[src/rtl/pid_mc.sv]
// pid_mc: time-multiplexed PID core, CHANNELS loops sharing one shift-add multiplier.
// Latency: 3*KWIDTH+4 cycles per channel with zero-wait handshakes (REQ, ERR, 3 MUL phases, SAT, OUT).
// Backpressure: stalls in REQ until pv_valid; holds out_data/out_valid in OUT until out_ready.
module pid_mc #(
  parameter int CHANNELS = 4,
  parameter int WIDTH    = 8,
  parameter int KWIDTH   = 4,
  parameter int SHIFT    = 2
) (
  input  logic                  clk,
  input  logic                  reset,
  input  logic                  enable,
  input  logic                  clear,
  input  logic                  start,
  input  logic                  cfg_we,
  input  logic [2:0]            cfg_ch,
  input  logic [WIDTH-1:0]      cfg_sp,
  input  logic [3*KWIDTH-1:0]   cfg_k,
  output logic                  pv_req,
  output logic [2:0]            pv_ch,
  input  logic                  pv_valid,
  input  logic [WIDTH-1:0]      pv_data,
  output logic                  out_valid,
  output logic [2:0]            out_ch,
  output logic [WIDTH-1:0]      out_data,
  input  logic                  out_ready,
  output logic                  busy,
  output logic                  overrun
);

  localparam int CW  = (CHANNELS > 1) ? $clog2(CHANNELS) : 1;
  localparam int IW  = WIDTH + 4;
  localparam int IW1 = IW + 1;
  localparam int AW  = WIDTH + KWIDTH + 6;
  localparam int BW  = $clog2(KWIDTH + 1);
  localparam logic [CW-1:0]        LAST_CH = CW'(CHANNELS - 1);
  localparam logic [BW-1:0]        LAST_B  = BW'(KWIDTH - 1);
  localparam logic signed [IW:0]   IMAX    = IW1'((1 << (WIDTH + 3)) - 1);
  localparam logic signed [IW:0]   IMIN    = -IMAX;
  localparam logic signed [AW-1:0] YMAX    = AW'((1 << WIDTH) - 1);

  typedef enum logic [2:0] {IDLE, REQ, ERR, MUL_P, MUL_I, MUL_D, SAT, OUT} state_t;

  state_t                    state;
  logic [WIDTH-1:0]          sp_mem [CHANNELS];
  logic [3*KWIDTH-1:0]       k_mem  [CHANNELS];
  logic signed [IW-1:0]      integ  [CHANNELS];
  logic signed [WIDTH:0]     e_prev [CHANNELS];
  logic [CHANNELS-1:0]       sat_hi;
  logic [CHANNELS-1:0]       sat_lo;
  logic [CW-1:0]             ch;
  logic [BW-1:0]             bcnt;
  logic [WIDTH-1:0]          pv_r;
  logic [3*KWIDTH-1:0]       k_r;
  logic signed [WIDTH:0]     e_r;
  logic signed [WIDTH+1:0]   d_r;
  logic signed [IW-1:0]      i_r;
  logic signed [AW-1:0]      acc;

  logic signed [WIDTH:0]     e_c;
  logic signed [WIDTH+1:0]   d_c;
  logic signed [IW:0]        i_sum;
  logic signed [IW-1:0]      i_sat;
  logic signed [IW-1:0]      i_next;
  logic                      e_pos;
  logic                      e_neg;
  logic                      hold_i;
  logic signed [AW-1:0]      op;
  logic signed [AW-1:0]      term;
  logic [KWIDTH-1:0]         gain;
  logic                      kbit;
  logic signed [AW-1:0]      y;

  // Error, derivative and anti-windup integrator candidate for the active channel.
  always_comb begin
    e_c    = {1'b0, sp_mem[ch]} - {1'b0, pv_r};
    d_c    = {e_c[WIDTH], e_c} - {e_prev[ch][WIDTH], e_prev[ch]};
    i_sum  = {integ[ch][IW-1], integ[ch]} + {{(IW - WIDTH){e_c[WIDTH]}}, e_c};
    i_sat  = i_sum[IW-1:0];
    if (i_sum > IMAX) begin
      i_sat = IMAX[IW-1:0];
    end else if (i_sum < IMIN) begin
      i_sat = IMIN[IW-1:0];
    end
    e_pos  = !e_c[WIDTH] && (e_c != '0);
    e_neg  = e_c[WIDTH];
    // Conditional integration: freeze the integrator while pushing further into saturation.
    hold_i = (sat_hi[ch] && e_pos) || (sat_lo[ch] && e_neg);
    i_next = hold_i ? integ[ch] : i_sat;
  end

  // Operand/gain selection for the shared shift-add multiplier and the output scaling.
  always_comb begin
    case (state)
      MUL_I: begin
        op   = {{(AW - IW){i_r[IW-1]}}, i_r};
        gain = k_r[2*KWIDTH-1:KWIDTH];
      end
      MUL_D: begin
        op   = {{(AW - WIDTH - 2){d_r[WIDTH+1]}}, d_r};
        gain = k_r[3*KWIDTH-1:2*KWIDTH];
      end
      default: begin
        op   = {{(AW - WIDTH - 1){e_r[WIDTH]}}, e_r};
        gain = k_r[KWIDTH-1:0];
      end
    endcase
    kbit = |(gain & (KWIDTH'(1) << bcnt));
    term = op <<< bcnt;
    y    = acc >>> SHIFT;
  end

  // Per-channel setpoint and gain storage, writable at any time.
  always_ff @(posedge clk or negedge reset) begin
    if (!reset) begin
      for (int i = 0; i < CHANNELS; i++) begin
        sp_mem[i] <= '0;
        k_mem[i]  <= '0;
      end
    end else if (cfg_we && (32'(cfg_ch) < CHANNELS)) begin
      sp_mem[cfg_ch[CW-1:0]] <= cfg_sp;
      k_mem[cfg_ch[CW-1:0]]  <= cfg_k;
    end
  end

  // Frame sequencer: fetch PV, compute, multiply, saturate and hand off each channel in turn.
  always_ff @(posedge clk or negedge reset) begin
    if (!reset) begin
      state     <= IDLE;
      ch        <= '0;
      bcnt      <= '0;
      pv_r      <= '0;
      k_r       <= '0;
      e_r       <= '0;
      d_r       <= '0;
      i_r       <= '0;
      acc       <= '0;
      sat_hi    <= '0;
      sat_lo    <= '0;
      pv_req    <= 1'b0;
      pv_ch     <= '0;
      out_valid <= 1'b0;
      out_ch    <= '0;
      out_data  <= '0;
      busy      <= 1'b0;
      overrun   <= 1'b0;
      for (int i = 0; i < CHANNELS; i++) begin
        integ[i]  <= '0;
        e_prev[i] <= '0;
      end
    end else begin
      if (start && busy) begin
        overrun <= 1'b1;
      end
      case (state)
        IDLE: begin
          if (start && enable) begin
            state  <= REQ;
            ch     <= '0;
            busy   <= 1'b1;
            pv_req <= 1'b1;
            pv_ch  <= '0;
          end
        end
        REQ: begin
          if (pv_valid) begin
            pv_r   <= pv_data;
            pv_req <= 1'b0;
            state  <= ERR;
          end
        end
        ERR: begin
          e_r           <= e_c;
          d_r           <= d_c;
          i_r           <= i_next;
          k_r           <= k_mem[ch];
          integ[ch]     <= i_next;
          e_prev[ch]    <= e_c;
          acc           <= '0;
          bcnt          <= '0;
          state         <= MUL_P;
        end
        MUL_P, MUL_I, MUL_D: begin
          if (kbit) begin
            acc <= acc + term;
          end
          if (bcnt == LAST_B) begin
            bcnt <= '0;
            case (state)
              MUL_P:   state <= MUL_I;
              MUL_I:   state <= MUL_D;
              default: state <= SAT;
            endcase
          end else begin
            bcnt <= bcnt + 1'b1;
          end
        end
        SAT: begin
          if (y[AW-1]) begin
            out_data   <= '0;
            sat_lo[ch] <= 1'b1;
            sat_hi[ch] <= 1'b0;
          end else if (y > YMAX) begin
            out_data   <= '1;
            sat_hi[ch] <= 1'b1;
            sat_lo[ch] <= 1'b0;
          end else begin
            out_data   <= y[WIDTH-1:0];
            sat_hi[ch] <= 1'b0;
            sat_lo[ch] <= 1'b0;
          end
          out_valid <= 1'b1;
          out_ch    <= 3'(ch);
          state     <= OUT;
        end
        OUT: begin
          if (out_ready) begin
            out_valid <= 1'b0;
            if (ch == LAST_CH) begin
              busy  <= 1'b0;
              state <= IDLE;
            end else begin
              ch     <= ch + 1'b1;
              pv_ch  <= 3'(ch + 1'b1);
              pv_req <= 1'b1;
              state  <= REQ;
            end
          end
        end
        default: state <= IDLE;
      endcase
      // Clear overrides any integrator/e_prev write made in the same cycle.
      if (clear) begin
        overrun <= 1'b0;
        for (int i = 0; i < CHANNELS; i++) begin
          integ[i]  <= '0;
          e_prev[i] <= '0;
        end
      end
    end
  end

endmodule

[config.mk]
export PLATFORM = sky130hd
export DESIGN_NAME = pid_mc
export DESIGN_NICKNAME = d
export VERILOG_FILES = /design/src/rtl/pid_mc.sv
export SDC_FILE = /design/constraint.sdc
export NUM_CORES = 1
export LEC_CHECK = 0
export ABC_AREA = 1
export BUFFER_PORTS_ARGS = -buffer_cell sky130_fd_sc_hd__clkbuf_2
export CAP_MARGIN = 10
export CORE_UTILIZATION = 67
export DETAILED_ROUTE_END_ITERATION = 8
export MAX_ROUTING_LAYER = met4
export PLACE_DENSITY = 0.94
export SYNTH_ARGS = -nofsm -noshare
export SYNTH_HDL_FRONTEND = slang
export SYNTH_SLANG_ARGS = --single-unit
[constraint.sdc]
create_clock -name clk -period 8.12 [get_ports clk]
set_clock_uncertainty 0.2 [all_clocks]
set_input_delay 1.624 -clock clk [delete_from_list [all_inputs] [get_ports clk]]
set_output_delay 1.624 -clock clk [all_outputs]
set_load 0.05 [all_outputs]
# Word-level counts from Yosys, hierarchy flattened
# Index checks and enable logic that the tools add are counted.
[op_classes]
shift = 2
bitwise_logic = 8
magnitude_cmp = 10
reduce_logical = 28
addsub = 7
n_eq_ne = 16
n_mux = 75
[ops]
columns = ["op", "count"]
rows = [
  ["$mux W12", 9],
  ["$bwmux W48", 2],
  ["$mux W48", 2],
  ["$mux W36", 2],
  ["$pmux W18 S2", 2],
  ["$bmux W12 S2", 2],
  ["$demux W12 S2", 2],
  ["$mux W8", 5],
  ["$bwmux W36", 1],
  ["$bwmux W32", 1],
  ["$mux W9", 3],
  ["$mux W3", 8],
  ["$add A18 B18 Y18", 1],
  ["$bmux W9 S2", 1],
  ["$demux W9 S2", 1],
  ["$mux W18", 1],
  ["$pmux W3 S6", 1],
  ["$sshl A18 B3 Y18", 1],
  ["$bmux W8 S2", 1],
  ["$demux W8 S2", 1],
  ["$gt A16 B9 Y1 const B", 1],
  ["$ne A2 B2 Y1 const B", 7],
  ["$add A12 B9 Y13", 1],
  ["$gt A13 B12 Y1 const B", 1],
  ["other kinds (42)", 89],
]
[word_totals]
word_cells = 180
register_bits = 266
out_inout_bits = 18

# Logic depth before layout (Yosys ltp)
# Gate-level depths: netlist of the first run.
[logic_depth]
ltp_word = 13
depth_mapped = 34

# Least setup slack after synthesis of the first run
# Ideal clock, no wire load.
[synth_path]
path_kind = "register to register"
from = "reg pv_ch[0] (netlist name)"
to = "reg i_r[2]"
slack_ns = 2.859
path_stages_with_launch = 31
setup_ns = 0.130
n_path_buf = 6
required_ns = 7.790
arrival_ns = 4.931
path_cell_list = "dfrtp_1 -> buf_4 -> clkbuf_1 -> clkbuf_1 -> clkbuf_1 -> buf_1 -> nor2_1 -> o22ai_1 -> ha_1 -> a21oi_1 -> nand3_2 -> nand2_1 -> nand2_1 -> a21oi_1 -> nand2_1 -> nand2_1 -> inv_1 -> ha_1 -> a21oi_1 -> inv_1 -> nor2_1 -> nand2_1 -> nand4_1 -> nand3_1 -> nand2_2 -> inv_2 -> a21oi_4 -> buf_8 -> nand2_4 -> nand2_1 -> o21ai_1"
[synth_rtl]
columns = ["item", "line_no", "source"]
rows = [
  ["to (signal assigned)", "175", "i_r <= i_next;"],
  ["to (decl)", "57", "logic signed [IW-1:0] i_r;"],
]

==> impl_metrics.env, run 1 <==
export IMPL_fp_dieH_microns=149
export IMPL_synth_enable_flop_cells=0
export IMPL_cts_resized=0
export IMPL_core_sq_um=21100
export IMPL_maxSlewViolCount=0
export IMPL_drive_gt1_share_pct=9.13
export IMPL_hold_buffers=0
export IMPL_vias=13267
export IMPL_viasPerCell=6.11
export IMPL_place_ws_ps=2320
export IMPL_htree_num_levels=1
export IMPL_port_buffers=55
export IMPL_maxCapViolations=0
export IMPL_post_route_period_util_pct=73.6
export IMPL_netlist_area_leader_share_pct=45.7
export IMPL_cts_setup_buffers=0
export IMPL_io_pins=57
export IMPL_syn_inst=1853
export IMPL_drcViolationCount=0
export IMPL_max_freq_mhz=167
export IMPL_dieArea_sq_um=22200
export IMPL_synth_area_sq_um=14500
export IMPL_grt_setup_unrepaired="no"
export IMPL_crit_end="integ[12]"
export IMPL_ys_seq_area_share_pct=45.7
export IMPL_ys_types=55
export IMPL_synth_largest_area_cell="dfrtp_1"
export IMPL_clkLatencyLatePin_ps=540
export IMPL_grt_max_degree=119
export IMPL_worst_slew_margin_rel_pct=37.9
export IMPL_cts_path_max_buffers=3
export IMPL_worstPathArrival_ps=6210
export IMPL_worstMarginPinSlew_ps=931
export IMPL_antenna_found_initial=0
export IMPL_gr_total_overflow=0
export IMPL_first_pass_iters=6
export IMPL_cts_tree="done"
export IMPL_drt_total_wl_microns=38800
export IMPL_status="completed"
export IMPL_worst_r2r_startpoint="pv_ch[0]"
export IMPL_cp_max_fo=72
export IMPL_holdCritPathClass="register to register"
export IMPL_clkSlewWorstSetupHoldPaths_ps=60
export IMPL_place_hpwl_microns=25300
export IMPL_clock_sinks=264
export IMPL_ant_nets=0
export IMPL_syn_avg_cell_area_sq_um=7.80
export IMPL_cts_made_buffers=27
export IMPL_ys_ff_latch=264
export IMPL_num_rows=53
export IMPL_r2r_end="integ[12]"
export IMPL_synthesis_nets=1953
export IMPL_grt_use_total_pct=37.0
export IMPL_hold_violations=0
export IMPL_crit_type="register to register"
export IMPL_synth_area_top_cells="dfrtp_1, nand2_1, o21ai_0, ha_1, inv_1"
export IMPL_synthToLayoutAreaGrowth_pct=8.84
export IMPL_mostFrequentLayoutCell="nand2_1"
export IMPL_root_buffer="clkbuf_16"
export IMPL_postSynth_asyncResetShare_pct=100
export IMPL_grt_pass1_wl_microns=63400
export IMPL_routedWlPerCell_microns=17.9
export IMPL_cp_required_ps=8350
export IMPL_ys_warn_count=0
export IMPL_r2r_setup_slack_ps=2140
export IMPL_die_x_microns=149
export IMPL_end_kind="register"
export IMPL_n_antenna_cell=0
export IMPL_mostFrequentLayoutCells="nand2_1, o21ai_0, dfrtp_1"
export IMPL_min_period_ps=5980
export IMPL_start_kind="register"
export IMPL_place_gp_congestion=0.984
export IMPL_setup_ws_ps=2140
export IMPL_crit_start="pv_ch[0]"
export IMPL_synthFlopType="dfrtp_1"
export IMPL_ff2ff_path_depth=27
export IMPL_drt_iter0_drc=1498
export IMPL_grt_pass1_vias=12773
export IMPL_tns_ps=0
export IMPL_start_util_pct=68.6
export IMPL_nets=1977
export IMPL_setup_viol=0
## cell usage after synthesis, drive strengths merged, types with 4 or more instances
cell      n
nand4     8
o221ai    4
o31ai     8
nor2    155
ha       57
a31oi     4
dfrtp   264
nand2   505
a21oi    96
nand3b    5
xor2     12
o211ai    4
buf      13
mux2i     5
nor3      8
clkbuf   68
o22ai    45
o21ai   286
nand3    82
a221oi    4
clkinv    5
fa        4
inv     186
## how the worst min path moves through the flow
| stage | from | endpoint | slack (ps) | cells past startpoint |
|---|---|---|---|---|
| after floorplan | integ[15] | integ[15] | 240 | 2 |
| after global placement | integ[16] | integ[16] | 260 | 2 |
| after detailed placement | integ[24] | integ[24] | 260 | 2 |
| after CTS | integ[24] | integ[24] | 280 | 2 |
| after global routing | sp_mem[9] | sp_mem[9] | 290 | 2 |
| final | out_data[5] | out_data[5] | 280 | 2 |
## sequential cells by signal (all words and copies together) (netlist names), named ones only
name / cells
e_r: 9
pv_r: 8
pv_ch: 3
k_r: 12
d_r: 10
busy: 1
overrun: 1
state: 3
bcnt: 3
sp_mem: 32
out_ch: 2
i_r: 12
integ: 48
pv_req: 1
acc: 18
k_mem: 48
e_prev: 36
out_valid: 1
out_data: 8
## through the flow
stage / cell area [sq um] / hold WS (ps) / utilization [%] / instances
after floorplan: 14500 / 244 / - / 1853
after global placement: 14900 / 257 / 70.6 / 2123
after detailed placement: 14900 / 260 / 70.6 / 2123
after CTS: 15700 / 276 / 74.6 / 2170
after global routing: 15700 / 295 / 74.6 / 2170
final: 15700 / 278 / 74.6 / 2170
## area by class of cell
class,count,area (sq um)
fill,1491,5350
timing repair buffer,76,443
inverter,191,717
multi-input combinational,1317,6790
sequential,264,6610
clock inverter,9,75.1
clock buffer,38,767
tap,275,344
## routing by layer
metal | part of all wire, % | vias up | GRT usage [%]
li1 | - | 6121 | -
met1 | 40 | 6262 | 47.8
met2 | 47 | 740 | 58.4
met3 | 9.6 | 144 | 5.69
met4 | 4.0 | 0 | 16.0
met5 | 0 | - | -
## worst max-delay path: stages (launching register included)
cell and delay, ps:
dfrtp_2 740, buf_4 660, o21ai_0 200, o22ai_1 320
ha_1 310, nand2_1 80, nor2_1 50, nand2_1 110
nand3_2 90, nand2_1 90, nand2_1 50, a21oi_1 180
or2_0 150, nand2_1 100, inv_1 130, ha_1 310
a21oi_1 270, inv_1 90, nor2_1 110, nand2_1 100
nand4_1 130, nand3_1 90, nand2_2 120, inv_2 50
a21oi_4 620, nand3_2 230, nand3_1 170, nand2_1 70
## cells by family after synthesis
logic type	after synthesis	synth area share [%]
and+or+nand+nor	768	22.5
buffers and inverters	272	7.39
other	1	0.0259
xor gates and xnor gates	15	1.04
AOI/OAI and AO/OA	466	17.4
adders and majority gates	61	5.49
DFF	264	45.7
muxes	6	0.424
Power of run 1 is left out: the tool's default activity adds up to more than one toggle a clock period on the data nets, which glitch-free logic cannot reach.
==> inputs of run 2 (changes only) <==
- ABC_AREA: 1 -> 0
- CORE_UTILIZATION: 67 -> 57
- PLACE_DENSITY: 0.94 -> 0.86
- clock period: 8.12 -> 5.16 ns (I/O delays scaled with it)
==> run 2 against run 1 <==
Net effect: hold slack lost 0.62 ps; synthesized area grew 0.54%; global-route usage shrank 8.1 points; synthesized cell count shrank 25%.
==> impl_metrics.env, run 2 <==
export IMPL_min_period_ps=4890
export IMPL_place_gp_congestion=0.938
export IMPL_post_route_period_util_pct=94.8
export IMPL_ys_seq_area_share_pct=45.4
export IMPL_worst_slew_margin_rel_pct=24.9
export IMPL_hold_violations=0
export IMPL_ys_warn_count=0
export IMPL_cp_required_ps=5410
export IMPL_grt_max_degree=139
export IMPL_routedWlPerCell_microns=20.2
export IMPL_place_hpwl_microns=24300
export IMPL_worstPathArrival_ps=5140
export IMPL_setup_ws_ps=270
export IMPL_netlist_area_leader_share_pct=45.4
export IMPL_crit_chain="mux4_2 > inv_1 > ha_1 > inv_1 > fa_2 > inv_1 > fa_1 > nor2b_1 > o21a_1 > o21ai_0 > o31ai_4 > a31oi_1 > a21o_2 > o21ai_1 > a2bb2oi_1 > inv_1 > o31ai_1"
export IMPL_start_util_pct=57.9
export IMPL_dieArea_sq_um=26100
export IMPL_synth_largest_area_cell="dfrtp_1"
export IMPL_fp_dieH_microns=162
export IMPL_fin_cells=1781
export IMPL_slowest_stage="dfrtp_4"
export IMPL_drive_gt1_share_pct=22.1
export IMPL_root_buffer="clkbuf_16"
export IMPL_dp_cells=1727
export IMPL_status="completed"
export IMPL_synthesis_nets=1485
export IMPL_cts_path_max_buffers=3
export IMPL_core_sq_um=25100
export IMPL_nets=1533
export IMPL_place_ws_ps=116
export IMPL_ff2ff_path_depth=17
export IMPL_vias=11225
export IMPL_drcViolationCount=0
export IMPL_syn_avg_cell_area_sq_um=10.5
export IMPL_crit_top_cell="inv_1"
export IMPL_n_antenna_cell=0
export IMPL_grt_pass1_vias=11249
export IMPL_worst_r2r_startpoint="pv_ch[0]"
export IMPL_first_pass_iters=5
export IMPL_worstMarginPinSlew_ps=1120
export IMPL_ant_nets=0
export IMPL_hold_buffers=0
export IMPL_clkLatencyLatePin_ps=560
export IMPL_critical_path_max_stage_delay_ps=530
export IMPL_drt_iter0_drc=1114
export IMPL_grt_use_total_pct=29.0
export IMPL_holdCritPathClass="input pin to asynchronous set/reset pin"
export IMPL_reg_largest_list="integ: 48 flops, k_mem: 48 flops, e_prev: 36 flops"
export IMPL_cp_max_fo=10
export IMPL_synth_area_sq_um=14500
export IMPL_synthFlopType="dfrtp_1"
export IMPL_max_freq_mhz=205
export IMPL_ys_ff_latch=264
export IMPL_drt_total_wl_microns=36000
export IMPL_synthToLayoutAreaGrowth_pct=12.2
export IMPL_start_kind="register"
export IMPL_maxCapViolations=0
export IMPL_r2r_setup_slack_ps=270
export IMPL_end_kind="register"
export IMPL_port_buffers=55
export IMPL_ys_types=68
export IMPL_maxSlewViolCount=0
export IMPL_cts_made_buffers=28
export IMPL_fin_util_pct=65.0
export IMPL_die_x_microns=162
export IMPL_num_rows=58
export IMPL_synth_area_top_cells="dfrtp_1, mux2_2, mux4_2, nand2_1, ha_1"
export IMPL_synth_enable_flop_cells=0
export IMPL_mostFrequentLayoutCells="dfrtp_1, nand2_1, mux2_2"
export IMPL_antenna_found_initial=0
export IMPL_gr_total_overflow=0
export IMPL_viasPerCell=6.30
export IMPL_clkSlewWorstSetupHoldPaths_ps=60
export IMPL_cts_tree="done"
export IMPL_htree_num_levels=1
export IMPL_mostFrequentLayoutCell="dfrtp_1"
export IMPL_setup_viol=0
export IMPL_syn_inst=1385
export IMPL_postSynth_asyncResetShare_pct=100
export IMPL_synth_common_cells="dfrtp_1, nand2_1, mux2_2"
export IMPL_grt_pass1_wl_microns=58400
export IMPL_clock_sinks=264
export IMPL_crit_type="register to register"
export IMPL_r2r_end="integ[17]"
export IMPL_io_pins=57
export IMPL_yosysMostFrequentCell="dfrtp_1"
## run 2: worst max path at each step
stage,start,endpoint,slack (ps)
finish,pv_ch[0],integ[17],270
global placement,pv_ch[0],i_r[4],230
floorplan,pv_ch[0],integ[0],1
detailed placement,pv_ch[0],i_r[5],120
CTS,pv_ch[0],i_r[5],90
global route,state[0],acc[16],-2
## run 2: per-stage QoR
stage	hold slack [ps]	cell area, sq um	TNS, ps
after floorplan	239	14700	0
after global placement	253	15300	0
after detailed placement	265	15300	0
after CTS	280	16200	0
after global routing	289	16300	-2.40
final	277	16300	0
## run 2: worst max-delay path, delay by kind of cell (launching register included)
| kind | cells | cell delay (ps) |
|---|---|---|
| adders and majority gates | 3 | 1170 |
| DFF | 1 | 530 |
| buffers and inverters | 4 | 360 |
| AOI/OAI and AO/OA | 8 | 1870 |
| and+or+nand+nor | 1 | 150 |
| muxes | 1 | 510 |
## run 2: layout make-up
type | count | area [sq um]
Clock buffer | 44 | 851
Timing Repair Buffer | 96 | 631
Sequential cell | 264 | 6610
Multi-Input combinational cell | 996 | 7600
Clock inverter | 4 | 35.0
Tap cell | 330 | 413
Fill cell | 1886 | 8790
Inverter | 47 | 176
## run 2: logic make-up (layout without fill, tap and decap cells)
family,Yosys count,count (layout),share of synthesized area (%)
AND/OR/NAND/NOR,407,407,12.7
AO/OA/AOI/OAI,314,316,14.1
flip-flops,264,264,45.4
multiplexers,171,171,16.3
buffers and inverters,127,191,3.43
adder cells (fa/ha/maj),66,66,5.80
XOR/XNOR,35,35,2.11
other,1,1,0.0258
## run 2: what timing repair did
item / CTS / global route
endpoints found under the setup margin: 0 / 56
buffers inserted: 0 / 4
resized for setup: 0 / 14
endpoints found under the hold margin: 0 / 0
## run 2: layer usage
layer | share of wire [%] | wire length (microns) | vias to the layer above | track usage (%)
li1 | - | - | 5062 | -
met1 | 41 | 14900 | 5586 | 38.0
met2 | 48 | 17200 | 467 | 45.8
met3 | 6.8 | 2430 | 110 | 4.06
met4 | 3.9 | 1410 | 0 | 11.6
met5 | 0 | 0 | - | -
Power of run 2 is left out for the same reason.
==> inputs of run 3 (changes only) <==
- CELL_PAD_IN_SITES_DETAIL_PLACEMENT: not set -> 2
- CELL_PAD_IN_SITES_GLOBAL_PLACEMENT: not set -> 2
- CORE_UTILIZATION: 57 -> 38
==> run 3 against run 2 <==
Net effect: the run now ends with setup timing left; routed wire length up 75%; hold slack improved by 9.6 ps; register-to-register slack lost 310 ps; sequential cell count did not move; cell count increased by 12%; global-route usage grew 2.1 points; sequential share of layout area decreased by 1.8 points; critical path type unchanged; highest routed layer unchanged.
==> impl_metrics.env, run 3 (synthesis gave the netlist of run 2 again) <==
export IMPL_met2_length_microns=31700
export IMPL_viasPerCell=6.38
export IMPL_die_x_microns=198
export IMPL_dieArea_sq_um=39000
export IMPL_end_kind="register"
export IMPL_htree_num_levels=1
export IMPL_holdCritPathClass="register to register"
export IMPL_routedWlPerCell_microns=31.6
export IMPL_ant_nets=0
export IMPL_io_pins=57
export IMPL_final_cell_area_sq_um=17100
export IMPL_placed_area_sq_um=15600
export IMPL_cts_tree="done"
export IMPL_clkSlewWorstSetupHoldPaths_ps=70
export IMPL_grt_pass1_vias=14163
export IMPL_gr_total_overflow=0
export IMPL_mostFrequentLayoutCell="dfrtp_1"
export IMPL_worstMarginPinSlew_ps=1260
export IMPL_port_buffers=55
export IMPL_crit_chain="mux4_2 > inv_1 > ha_2 > inv_1 > fa_2 > nand3_2 > a21oi_2 > or3_4 > a21oi_4 > buf_6 > ha_1 > inv_2 > nor3_1 > a21oi_1 > o211ai_1 > a211oi_4 > buf_4 > xnor2_1 > a311o_1 > nor2_1 > o31ai_1"
export IMPL_worst_slew_margin_rel_pct=15.4
export IMPL_dr_max_layer_used="met4"
export IMPL_cts_path_max_buffers=3
export IMPL_min_period_ps=5200
export IMPL_status="finished with violations"
export IMPL_cts_made_buffers=31
export IMPL_cp_required_ps=5420
export IMPL_worstPathArrival_ps=5460
export IMPL_post_route_period_util_pct=101
export IMPL_reg_largest_list="integ: 48 flops, k_mem: 48 flops, e_prev: 36 flops"
export IMPL_max_freq_mhz=192
export IMPL_setup_viol=7
export IMPL_drt_total_wl_microns=63100
export IMPL_drt_iter0_drc=976
export IMPL_grt_use_total_pct=31.1
export IMPL_num_rows=71
export IMPL_mostFrequentLayoutCells="dfrtp_1, nand2_1, mux2_2"
export IMPL_clock_sinks=264
export IMPL_root_buffer="clkbuf_16"
export IMPL_route_met3_wl_microns=3900
export IMPL_critical_path_max_stage_delay_ps=520
export IMPL_synthToLayoutAreaGrowth_pct=17.5
export IMPL_antenna_found_initial=0
export IMPL_maxCapViolations=0
export IMPL_grt_pass1_wl_microns=89000
export IMPL_fp_dieH_microns=198
export IMPL_start_kind="register"
export IMPL_place_gp_congestion=0.873
export IMPL_place_hpwl_microns=35800
export IMPL_wl_met1_microns=23400
export IMPL_crit_type="register to register"
export IMPL_crit_top_cell="inv_1"
export IMPL_core_sq_um=37700
export IMPL_drive_gt1_share_pct=25.9
export IMPL_start_util_pct=38.6
export IMPL_crit_family="compound AO/OA/AOI/OAI gates"
export IMPL_hold_buffers=0
export IMPL_slowest_stage="mux4_2"
export IMPL_clkLatencyLatePin_ps=610
export IMPL_cp_max_fo=7
export IMPL_setup_ws_ps=-41.3
export IMPL_vias=12715
export IMPL_drcViolationCount=0
export IMPL_n_antenna_cell=0
export IMPL_maxSlewViolCount=0
export IMPL_grt_max_degree=116
export IMPL_first_pass_iters=5
export IMPL_hold_violations=0
export IMPL_violations="setup timing"
export IMPL_nets=1559
export IMPL_crit_buf_inv=5
-- run 3: changes by cell type in the layout (fill, tap and decap cells not counted), sizes merged --
cell	before	now
buf	42	65
clkinvlp	0	2
inv	47	48
clkinv	4	5
a211oi	23	22
bufinv	0	4
o211ai	7	8
-- run 3: layout make-up --
| type | count | area (sq um) |
|---|---|---|
| Tap cell | 511 | 639 |
| Timing Repair Buffer | 119 | 816 |
| Fill cell | 3837 | 20600 |
| Multi-Input combinational cell | 996 | 7770 |
| Clock buffer | 44 | 885 |
| Inverter | 47 | 176 |
| Clock inverter | 12 | 180 |
| Sequential cell | 264 | 6610 |
-- run 3: path summary, 6_finish.rpt --
kind	startpoint	end	slack, ps	depth (start not counted)
min in group asynchronous	reset	k_mem[3]	300	1
worst min register to register	out_data[7]	out_data[7]	290	2
worst max register to register	pv_ch[0]	i_r[0]	-40	21
worst max-delay path	pv_ch[0]	i_r[0]	-40	21
worst min-delay path	out_data[7]	out_data[7]	290	2
max in group asynchronous	reset	acc[8]	3270	2
-- run 3: layer usage --
metal | vias to the layer above | global-route usage (%)
met4 | 0 | 15.4
met3 | 274 | 4.08
li1 | 5110 | -
met2 | 669 | 54.0
met5 | - | -
met1 | 6662 | 35.2
-- run 3: worst min-delay path, delay by kind of cell, from the launching register on --
family	cells	cell delay, ps
DFF	1	340
AOI/OAI and AO/OA	1	60
and+or+nand+nor	1	50
-- run 3: timing repair --
action | 4_1_cts | 5_1_grt
setup buffers | 6 | 10
resized for setup | 11 | 48
gates cloned | 1 | 1
setup endpoints to repair | 55 | 57
pin swaps | 2 | 16
-- run 3: metrics by stage --
stage / std cells / setup TNS (ps) / setup slack [ps] / utilization [%] / hold WS, ps
2_1_floorplan: 1385 / 0 / 1.40 / - / 239
3_3_place_gp: 1918 / 0 / 231 / 41.5 / 261
3_5_place_dp: 1918 / -3750 / -180 / 41.5 / 273
4_1_cts: 1981 / 0 / 0.715 / 44.6 / 291
5_1_grt: 1993 / -7280 / -198 / 45.3 / 328
6_report: 1993 / -112 / -41.3 / 45.3 / 287
Power of run 3 is left out for the same reason.
